File: config.mk
export PLATFORM = sky130hd
export DESIGN_NAME = uart_tx_stream_flat
export DESIGN_NICKNAME = d
export VERILOG_FILES = /design/src/rtl/uart_pkg.sv /design/src/rtl/uart_tx_stream_if.sv /design/src/rtl/uart_tx_stream_fifo.sv /design/src/rtl/uart_tx_stream.sv /design/src/flat_wrapper.sv
export SDC_FILE = /design/constraint.sdc
export NUM_CORES = 1
export LEC_CHECK = 0
export ABC_CLOCK_PERIOD_IN_PS = 2510
export BUFFER_PORTS_ARGS = -buffer_cell sky130_fd_sc_hd__buf_2
export CORE_MARGIN = 2
export CORE_UTILIZATION = 33
export DETAILED_ROUTE_END_ITERATION = 10
export REMOVE_ABC_BUFFERS = 1
export SYNTH_ARGS = -nofsm -noshare
export SYNTH_HDL_FRONTEND = slang
export SYNTH_SLANG_ARGS = --single-unit
File: constraint.sdc
create_clock -name clk -period 2.51 [get_ports clk]
set_input_delay 0.1255 -clock clk [delete_from_list [all_inputs] [get_ports clk]]
set_output_delay 0.1255 -clock clk [all_outputs]
set_load 0.05 [all_outputs]
File: src/rtl/uart_pkg.sv
// Shared definitions for the UART stream blocks: FSM states, parity modes and
// the parity helper.
package uart_pkg;

  localparam int PARITY_NONE = 0;
  localparam int PARITY_ODD  = 1;
  localparam int PARITY_EVEN = 2;

  typedef enum logic [2:0] {
    S_IDLE,
    S_START,
    S_DATA,
    S_PARITY,
    S_STOP
  } state_t;

  // Upper bits must be zero when the data width is below 9.
  function automatic logic parity_bit(input logic [8:0] data, input int mode);
    return (mode == PARITY_ODD) ? ~^data : ^data;
  endfunction

endpackage

File: src/rtl/uart_tx_stream_if.sv
// Valid/ready byte stream into the UART transmitter.
interface uart_tx_stream_if #(parameter int DATA_BITS = 8);

  logic [DATA_BITS-1:0] tx_data;
  logic                 tx_valid;
  logic                 tx_ready;

  modport master (output tx_data, output tx_valid, input tx_ready);
  modport slave  (input tx_data, input tx_valid, output tx_ready);

endinterface

File: src/rtl/uart_tx_stream_fifo.sv
// Synchronous FIFO with level output and a registered full flag; shared with
// the receive path.
module sync_fifo #(
  parameter int WIDTH = 8,
  parameter int DEPTH = 16
) (
  input  logic                   clk,
  input  logic                   rst_n,
  input  logic                   i_push,
  input  logic                   i_pop,
  input  logic [WIDTH-1:0]       i_wdata,
  output logic [WIDTH-1:0]       o_rdata,
  output logic                   o_full,
  output logic                   o_empty,
  output logic [$clog2(DEPTH):0] o_level
);

  localparam int AW = $clog2(DEPTH);
  localparam int LW = AW + 1;

  logic [WIDTH-1:0] r_mem [DEPTH];
  logic [AW-1:0]    r_wr_ptr;
  logic [AW-1:0]    r_rd_ptr;
  logic [LW-1:0]    r_level;
  logic             r_full;
  logic             w_push_ok;
  logic             w_pop_ok;
  logic [LW-1:0]    w_level_next;

  // A pop in the same cycle never frees room for a push while full.
  assign w_push_ok = i_push && !r_full;
  assign w_pop_ok  = i_pop && (r_level != '0);

  always_comb begin
    w_level_next = r_level;
    if (w_push_ok && !w_pop_ok)
      w_level_next = r_level + 1'b1;
    else if (!w_push_ok && w_pop_ok)
      w_level_next = r_level - 1'b1;
  end

  always_ff @(posedge clk or negedge rst_n) begin
    if (!rst_n) begin
      r_wr_ptr <= '0;
      r_rd_ptr <= '0;
      r_level  <= '0;
      r_full   <= 1'b0;
    end else begin
      if (w_push_ok) r_wr_ptr <= r_wr_ptr + 1'b1;
      if (w_pop_ok)  r_rd_ptr <= r_rd_ptr + 1'b1;
      r_level <= w_level_next;
      r_full  <= (w_level_next == LW'(DEPTH));
    end
  end

  always_ff @(posedge clk) begin
    if (w_push_ok) r_mem[r_wr_ptr] <= i_wdata;
  end

  assign o_rdata = r_mem[r_rd_ptr];
  assign o_full  = r_full;
  assign o_empty = (r_level == '0);
  assign o_level = r_level;

endmodule

File: src/rtl/uart_tx_stream.sv
// FIFO-buffered UART transmitter: configurable data width, parity and stop
// bits, LSB first, back-to-back frames while words are queued.
module uart_tx_stream
  import uart_pkg::*;
#(
  parameter int CLKS_PER_BIT = 234,
  parameter int DATA_BITS    = 8,
  parameter int PARITY       = 0,
  parameter int STOP_BITS    = 1,
  parameter int FIFO_DEPTH   = 16
) (
  input  logic                        clk,
  input  logic                        rst_n,
  uart_tx_stream_if.slave             s_tx,
  output logic                        uart_tx,
  output logic                        busy,
  output logic [$clog2(FIFO_DEPTH):0] fifo_level
);

  localparam int CW = $clog2(CLKS_PER_BIT);
  localparam int IW = $clog2(DATA_BITS);

  state_t               r_state;
  state_t               w_state_next;
  logic [CW-1:0]        r_clk_cnt;
  logic [IW-1:0]        r_bit_idx;
  logic [DATA_BITS-1:0] r_shift;
  logic                 r_par;
  logic                 r_tx;
  logic                 w_bit_done;
  logic                 w_pop;
  logic                 w_line;
  logic                 w_full;
  logic                 w_empty;
  logic [DATA_BITS-1:0] w_head;

  sync_fifo #(
    .WIDTH (DATA_BITS),
    .DEPTH (FIFO_DEPTH)
  ) u_fifo (
    .clk     (clk),
    .rst_n   (rst_n),
    .i_push  (s_tx.tx_valid),
    .i_pop   (w_pop),
    .i_wdata (s_tx.tx_data),
    .o_rdata (w_head),
    .o_full  (w_full),
    .o_empty (w_empty),
    .o_level (fifo_level)
  );

  assign w_bit_done = (r_clk_cnt == CW'(CLKS_PER_BIT - 1));

  always_comb begin
    w_state_next = r_state;
    w_pop        = 1'b0;
    w_line       = 1'b1;
    case (r_state)
      S_IDLE: begin
        if (!w_empty) begin
          w_pop        = 1'b1;
          w_state_next = S_START;
        end
      end
      S_START: begin
        w_line = 1'b0;
        if (w_bit_done) w_state_next = S_DATA;
      end
      S_DATA: begin
        w_line = r_shift[0];
        if (w_bit_done && (r_bit_idx == IW'(DATA_BITS - 1)))
          w_state_next = (PARITY != PARITY_NONE) ? S_PARITY : S_STOP;
      end
      S_PARITY: begin
        w_line = r_par;
        if (w_bit_done) w_state_next = S_STOP;
      end
      S_STOP: begin
        if (w_bit_done && (r_bit_idx == IW'(STOP_BITS - 1))) begin
          if (!w_empty) begin
            w_pop        = 1'b1;
            w_state_next = S_START;
          end else begin
            w_state_next = S_IDLE;
          end
        end
      end
      default: w_state_next = S_IDLE;
    endcase
  end

  // The line value is registered, so it trails the state by one clock.
  always_ff @(posedge clk or negedge rst_n) begin
    if (!rst_n) begin
      r_state   <= S_IDLE;
      r_clk_cnt <= '0;
      r_bit_idx <= '0;
      r_shift   <= '0;
      r_par     <= 1'b0;
      r_tx      <= 1'b1;
    end else begin
      r_state <= w_state_next;
      r_tx    <= w_line;
      if ((r_state == S_IDLE) || w_bit_done)
        r_clk_cnt <= '0;
      else
        r_clk_cnt <= r_clk_cnt + 1'b1;
      if (w_state_next != r_state)
        r_bit_idx <= '0;
      else if (w_bit_done)
        r_bit_idx <= r_bit_idx + 1'b1;
      if (w_pop) begin
        r_shift <= w_head;
        r_par   <= parity_bit(9'(w_head), PARITY);
      end else if ((r_state == S_DATA) && w_bit_done) begin
        r_shift <= r_shift >> 1;
      end
    end
  end

  assign uart_tx       = r_tx;
  assign busy          = (r_state != S_IDLE) || !w_empty;
  assign s_tx.tx_ready = !w_full;

endmodule
File: src/flat_wrapper.sv
// flat-port wrapper written by rule: the top's interface ports become plain ports
module uart_tx_stream_flat import uart_pkg::*;
#(
  parameter int CLKS_PER_BIT = 234,
  parameter int DATA_BITS    = 8,
  parameter int PARITY       = 0,
  parameter int STOP_BITS    = 1,
  parameter int FIFO_DEPTH   = 16
)
  (clk, rst_n, uart_tx, busy, fifo_level, s_tx_tx_data, s_tx_tx_valid, s_tx_tx_ready);
  uart_tx_stream_if #(.DATA_BITS(DATA_BITS)) s_tx_i ();
  input  logic clk;
  input  logic rst_n;
  output logic uart_tx;
  output logic busy;
  output logic [$clog2(FIFO_DEPTH):0] fifo_level;
  input wire logic [$bits(s_tx_i.tx_data)-1:0] s_tx_tx_data;
  input wire logic [$bits(s_tx_i.tx_valid)-1:0] s_tx_tx_valid;
  output wire logic [$bits(s_tx_i.tx_ready)-1:0] s_tx_tx_ready;
  assign s_tx_i.tx_data = s_tx_tx_data;
  assign s_tx_i.tx_valid = s_tx_tx_valid;
  assign s_tx_tx_ready = s_tx_i.tx_ready;
  uart_tx_stream #(.CLKS_PER_BIT(CLKS_PER_BIT), .DATA_BITS(DATA_BITS), .PARITY(PARITY), .STOP_BITS(STOP_BITS), .FIFO_DEPTH(FIFO_DEPTH)) u_core (.clk(clk), .rst_n(rst_n), .s_tx(s_tx_i), .uart_tx(uart_tx), .busy(busy), .fifo_level(fifo_level));
endmodule
==> results.md <==
* RSZ-0062 raised after global routing: yes
* Outcome: complete, but fails checks
* Count of non-filler cells in the finished layout at 755
* Least-Margin Pin Slew at roughly 0.86 ns
* Worst path bufs/invs at 2
* Total Routing Usage GR at 13.0%
* Initial cell density of the core at 33.9%
* TritonRoute pass-1 iters at 4
* Met2 Resource Use GR at between 20% and 30%
* Worst Slack Setup Final at -0.0683 ns
* Fraction of the mapped netlist area in simple logic gates at 7.70%
* Met3 track utilization from global routing at 3.61%
* Post-synthesis instance area at roughly 6900 µm²
* Antenna violations before repair at 0
* Critical Path RT at 2.85 ns
* Inserted Diodes at 0
* YS warnings at 0
* Maximum number of pins on one net before global-route repair at 39
* Static leakage power at 2.91 nW
* WHS Path Cells at 1
* Internal reg-to-reg setup slack at -0.07 ns
* Aggregate global routing overflow at 0
* Critical Path Fanout Max at 7
* Slowest stage cell, crit path: or4b_4
* Drt drc at 0
* Worst setup slack after placement at -0.155 ns
* End of the worst register-to-register path: u_core.u_fifo.o_full
* Cell family contributing the most delay on the critical path: simple AND/OR/NAND/NOR gates
* Violations in the final reports: setup timing
* Fraction of layout cells with a size suffix above 1 at 27.0%
* Grt peak-use layer: met2
* Clock root cell: clkbuf_16
* Total power consumption of the routed design at between 0.009 and 0.01 W
* Category of the worst setup path launch point: register
* Unique masters post-synth at 41
* Biggest area consumer among synthesized cells: edfxtp_1
* Post-detailed-route via-to-cell ratio at 4.88
* Max-cap check violation count at 0
* Proportion of synthesized chip area in sequential cells at 69.3%
* Total length of routed wires at 13.5 mm
* Full die area at 22200 µm²
* Power density over the cells at 1120 nW/µm²
* Main combinational cell family by area after synthesis: multiplexers
* Total count of max-transition violations in the final report at 0
* CP Data Arrival Time at roughly 3 ns
* Cell types with the largest area share after synthesis: edfxtp_1 (56%), dfrtp_1 (13%), mux4_2 (10%)
* Top-area cell type share of the netlist area at between 50 and 60%
* Source of the worst hold timing path: s_tx_tx_data[4]
* Total via count after detailed routing at 3682
* TritonCTS Buffers at 17
* Post-synthesis mux area share at 11.4%
* Share of synthesized cell area in full adder, half adder and majority cells at 2.35%
* Clock tree from TritonCTS: yes
* Max Clk Rate at ~0.39 GHz
* Ports placed on the boundary at 19
* Total setup violations reported at the end of the flow at 1
* Number of cells in the design after placement at between 700 and 800
* Crit Path Category: register to register
* Clock sink count at approximately 170
* Violation count after the first detailed-routing iteration at 259
* Core region area at a little over 20000 µm²
* Post-detailed-placement half-perimeter wirelength at 8.68 mm
* Routed WL per cell at approximately 18 µm
* VDD IR max at 0.000611 V
* Net count, final at 496
* Xor/xnor share of the synthesized area at 3.04%
* Number of synthesized register bits at 166
* Clk_skew at 0.00973 ns
* Startpoint of the lowest-slack register-to-register path: u_core.r_bit_idx[1]
* Cells on worst reg2reg path at 10
* Final weighted congestion of routability-driven global placement at 0.730
* Delay of the slowest cell on the worst path at 0.48 ns
* Synthesized-area fraction occupied by ao, oa, aoi and oai cells at 4.59%
* Bufs on Longest Clock Path at 2
* Skew-Pair Late Insertion Delay at 0.43 ns
* First-pass GRT wire length at 21.3 mm
* Avg Synthesized Cell Area at 16.6 µm²
* Type of the most critical hold path: input port to register
* Hold worst-path end: u_core.u_fifo.r_mem[4][4]
* Kind of capture point of the worst setup path: register
* Count of nets left with antenna violations after detail routing at 0
* Synthesized instance count at 418
* Worst slew slack as a fraction of its limit at 42.9%
* Buffers added on ports at 18
* Chain of cells forming the critical path: inv_2 > ha_4 > nor2b_4 > or4b_4 > a2111o_1 > buf_6 > nor3b_2 > a31oi_1 > xnor2_1 > nor4_2
* Met1 Track Usage GR at 16.3%
* Clock slew at the register clock pins of the worst setup and hold paths at roughly 0.070 ns
* Smallest hold slack at approximately 0.08 ns
* Y dimension of the die at between 100 and 150 µm
* Number of rows created at floorplan at 52
* Via count of the first global-routing pass at 3887
* Shortest clock period the worst path allows after layout at roughly 2.6 ns
* Fin. Hold Viols at 0
* Width of the die at 149 µm
* Final critical-path share of the clock period at 103%
* Synthesis-to-finish area growth at 18.4%
* CTS H-tree lvls at 4
[cells in the final DEF, fill, tap and decap left out, types with 4 or more instances in the layout]
cell type	netlist	final
a21oi_1	12	12
a22oi_1	16	14
and2_1	17	17
buf_2	5	18
buf_4	0	32
clkbuf_16	0	17
clkinv_4	0	4
dfrtp_1	37	36
edfxtp_1	128	128
ha_1	13	12
inv_1	8	6
mux2i_1	7	7
mux4_2	32	32
nand2_1	25	25
nand2b_1	4	4
nand3_1	5	5
nor2_1	24	24
o21ai_0	10	10
xnor2_1	19	19
xor2_1	5	5
[cell type report]
class	instances	area, µm²
Fill cell	1873	12200
Sequential cell	166	4800
Multi-Input combinational cell	223	2060
Clock buffer	19	433
Timing Repair Buffer	56	423
Tap cell	270	338
Clock inverter	13	123
Inverter	8	30.0
[per-stage QoR]
stage / instance area (µm²) / TNS [ns] / utilization (%)
detailed placement: 7530 / -0.155 / 36.9
CTS: 8130 / -0.0265 / 39.8
global placement: 7530 / -0.0243 / 36.9
finish: 8200 / -0.0683 / 40.1
global route: 8200 / -0.200 / 40.1
floorplan: 6840 / -2.30 / -
[Yosys cell counts, drive strengths merged]
master	count
a2111o	1
a2111oi	1
a21oi	12
a221o	2
a22oi	16
a31oi	1
a32o	1
and2	17
and3	3
and3b	1
buf	12
clkbuf	9
dfrtp	37
dfstp	1
edfxtp	128
ha	13
inv	8
mux2i	7
mux4	32
nand2	25
nand2b	4
nand3	5
nand3b	2
nand4	3
nand4b	1
nor2	24
nor2b	4
nor3	2
nor3b	3
nor4	1
nor4b	1
o21ai	10
o22ai	2
or2	1
or3	1
or4	1
or4b	2
xnor2	19
xor2	5
[cells by family after synthesis]
| group | Yosys count |
|---|---|
| AOI/OAI and AO/OA | 46 |
| xor gates and xnor gates | 24 |
| adders and majority gates | 13 |
| buffers and inverters | 29 |
| DFF | 166 |
| muxes | 39 |
| and+or+nand+nor | 101 |
[power breakdown]
group / switching, W / internal [W]
clock: 0.00106 / 0.00137
combinational: 0.00158 / 0.00151
sequential: 0.000274 / 0.00341
total: 0.00292 / 0.00629
[worst max-delay path by stage]
stage	start	endpoint	slack [ns]	cells after the start
3_3_place_gp	u_core.r_bit_idx[1]	u_core.u_fifo.o_full	-0.02	9
6_report	u_core.r_bit_idx[1]	u_core.u_fifo.o_full	-0.07	10
4_1_cts	u_core.r_bit_idx[1]	u_core.u_fifo.o_level[2]	-0.01	10
2_1_floorplan	u_core.u_fifo.r_rd_ptr[0]	u_core.r_par	-0.55	7
3_5_place_dp	u_core.r_bit_idx[1]	u_core.u_fifo.o_full	-0.15	9
5_1_grt	u_core.r_bit_idx[1]	u_core.u_fifo.o_full	-0.15	10
[flip-flops by register name, summed over array words and instances (netlist names)]
register and flops:
u_core.r_bit_idx 3, u_core.r_clk_cnt 8, u_core.r_par 1, u_core.r_shift 8
u_core.r_state 3, u_core.u_fifo.o_full 1, u_core.u_fifo.o_level 5, u_core.u_fifo.r_mem 128
u_core.u_fifo.r_rd_ptr 4, u_core.u_fifo.r_wr_ptr 4, u_core.uart_tx 1
[per-layer routing]
layer  wire length [µm]  up-vias
met1               5570     1876
met5                  0        -
li1                   -     1704
met2               7000       86
met3                725       16
met4                167        0
[worst reg2reg max path, delay by kind of cell (launching register included)]
family,cells,cell delay [ns]
AO/OA/AOI/OAI,2,0.55
AND/OR/NAND/NOR,4,1.01
XOR/XNOR,1,0.17
adder cells (fa/ha/maj),1,0.12
flip-flops,1,0.40
buffers and inverters,2,0.24
[repair_timing]
item | CTS | global route
endpoints found under the hold margin | 37 | 0
gates resized for setup | 2 | 10
cloned | 0 | 0
pin swaps | 6 | 5
setup buffers | 3 | 4
hold buffers | 1 | 0
endpoints found under the setup margin | 1 | 6
No activity file was read; power rests on OpenSTA's default activity.
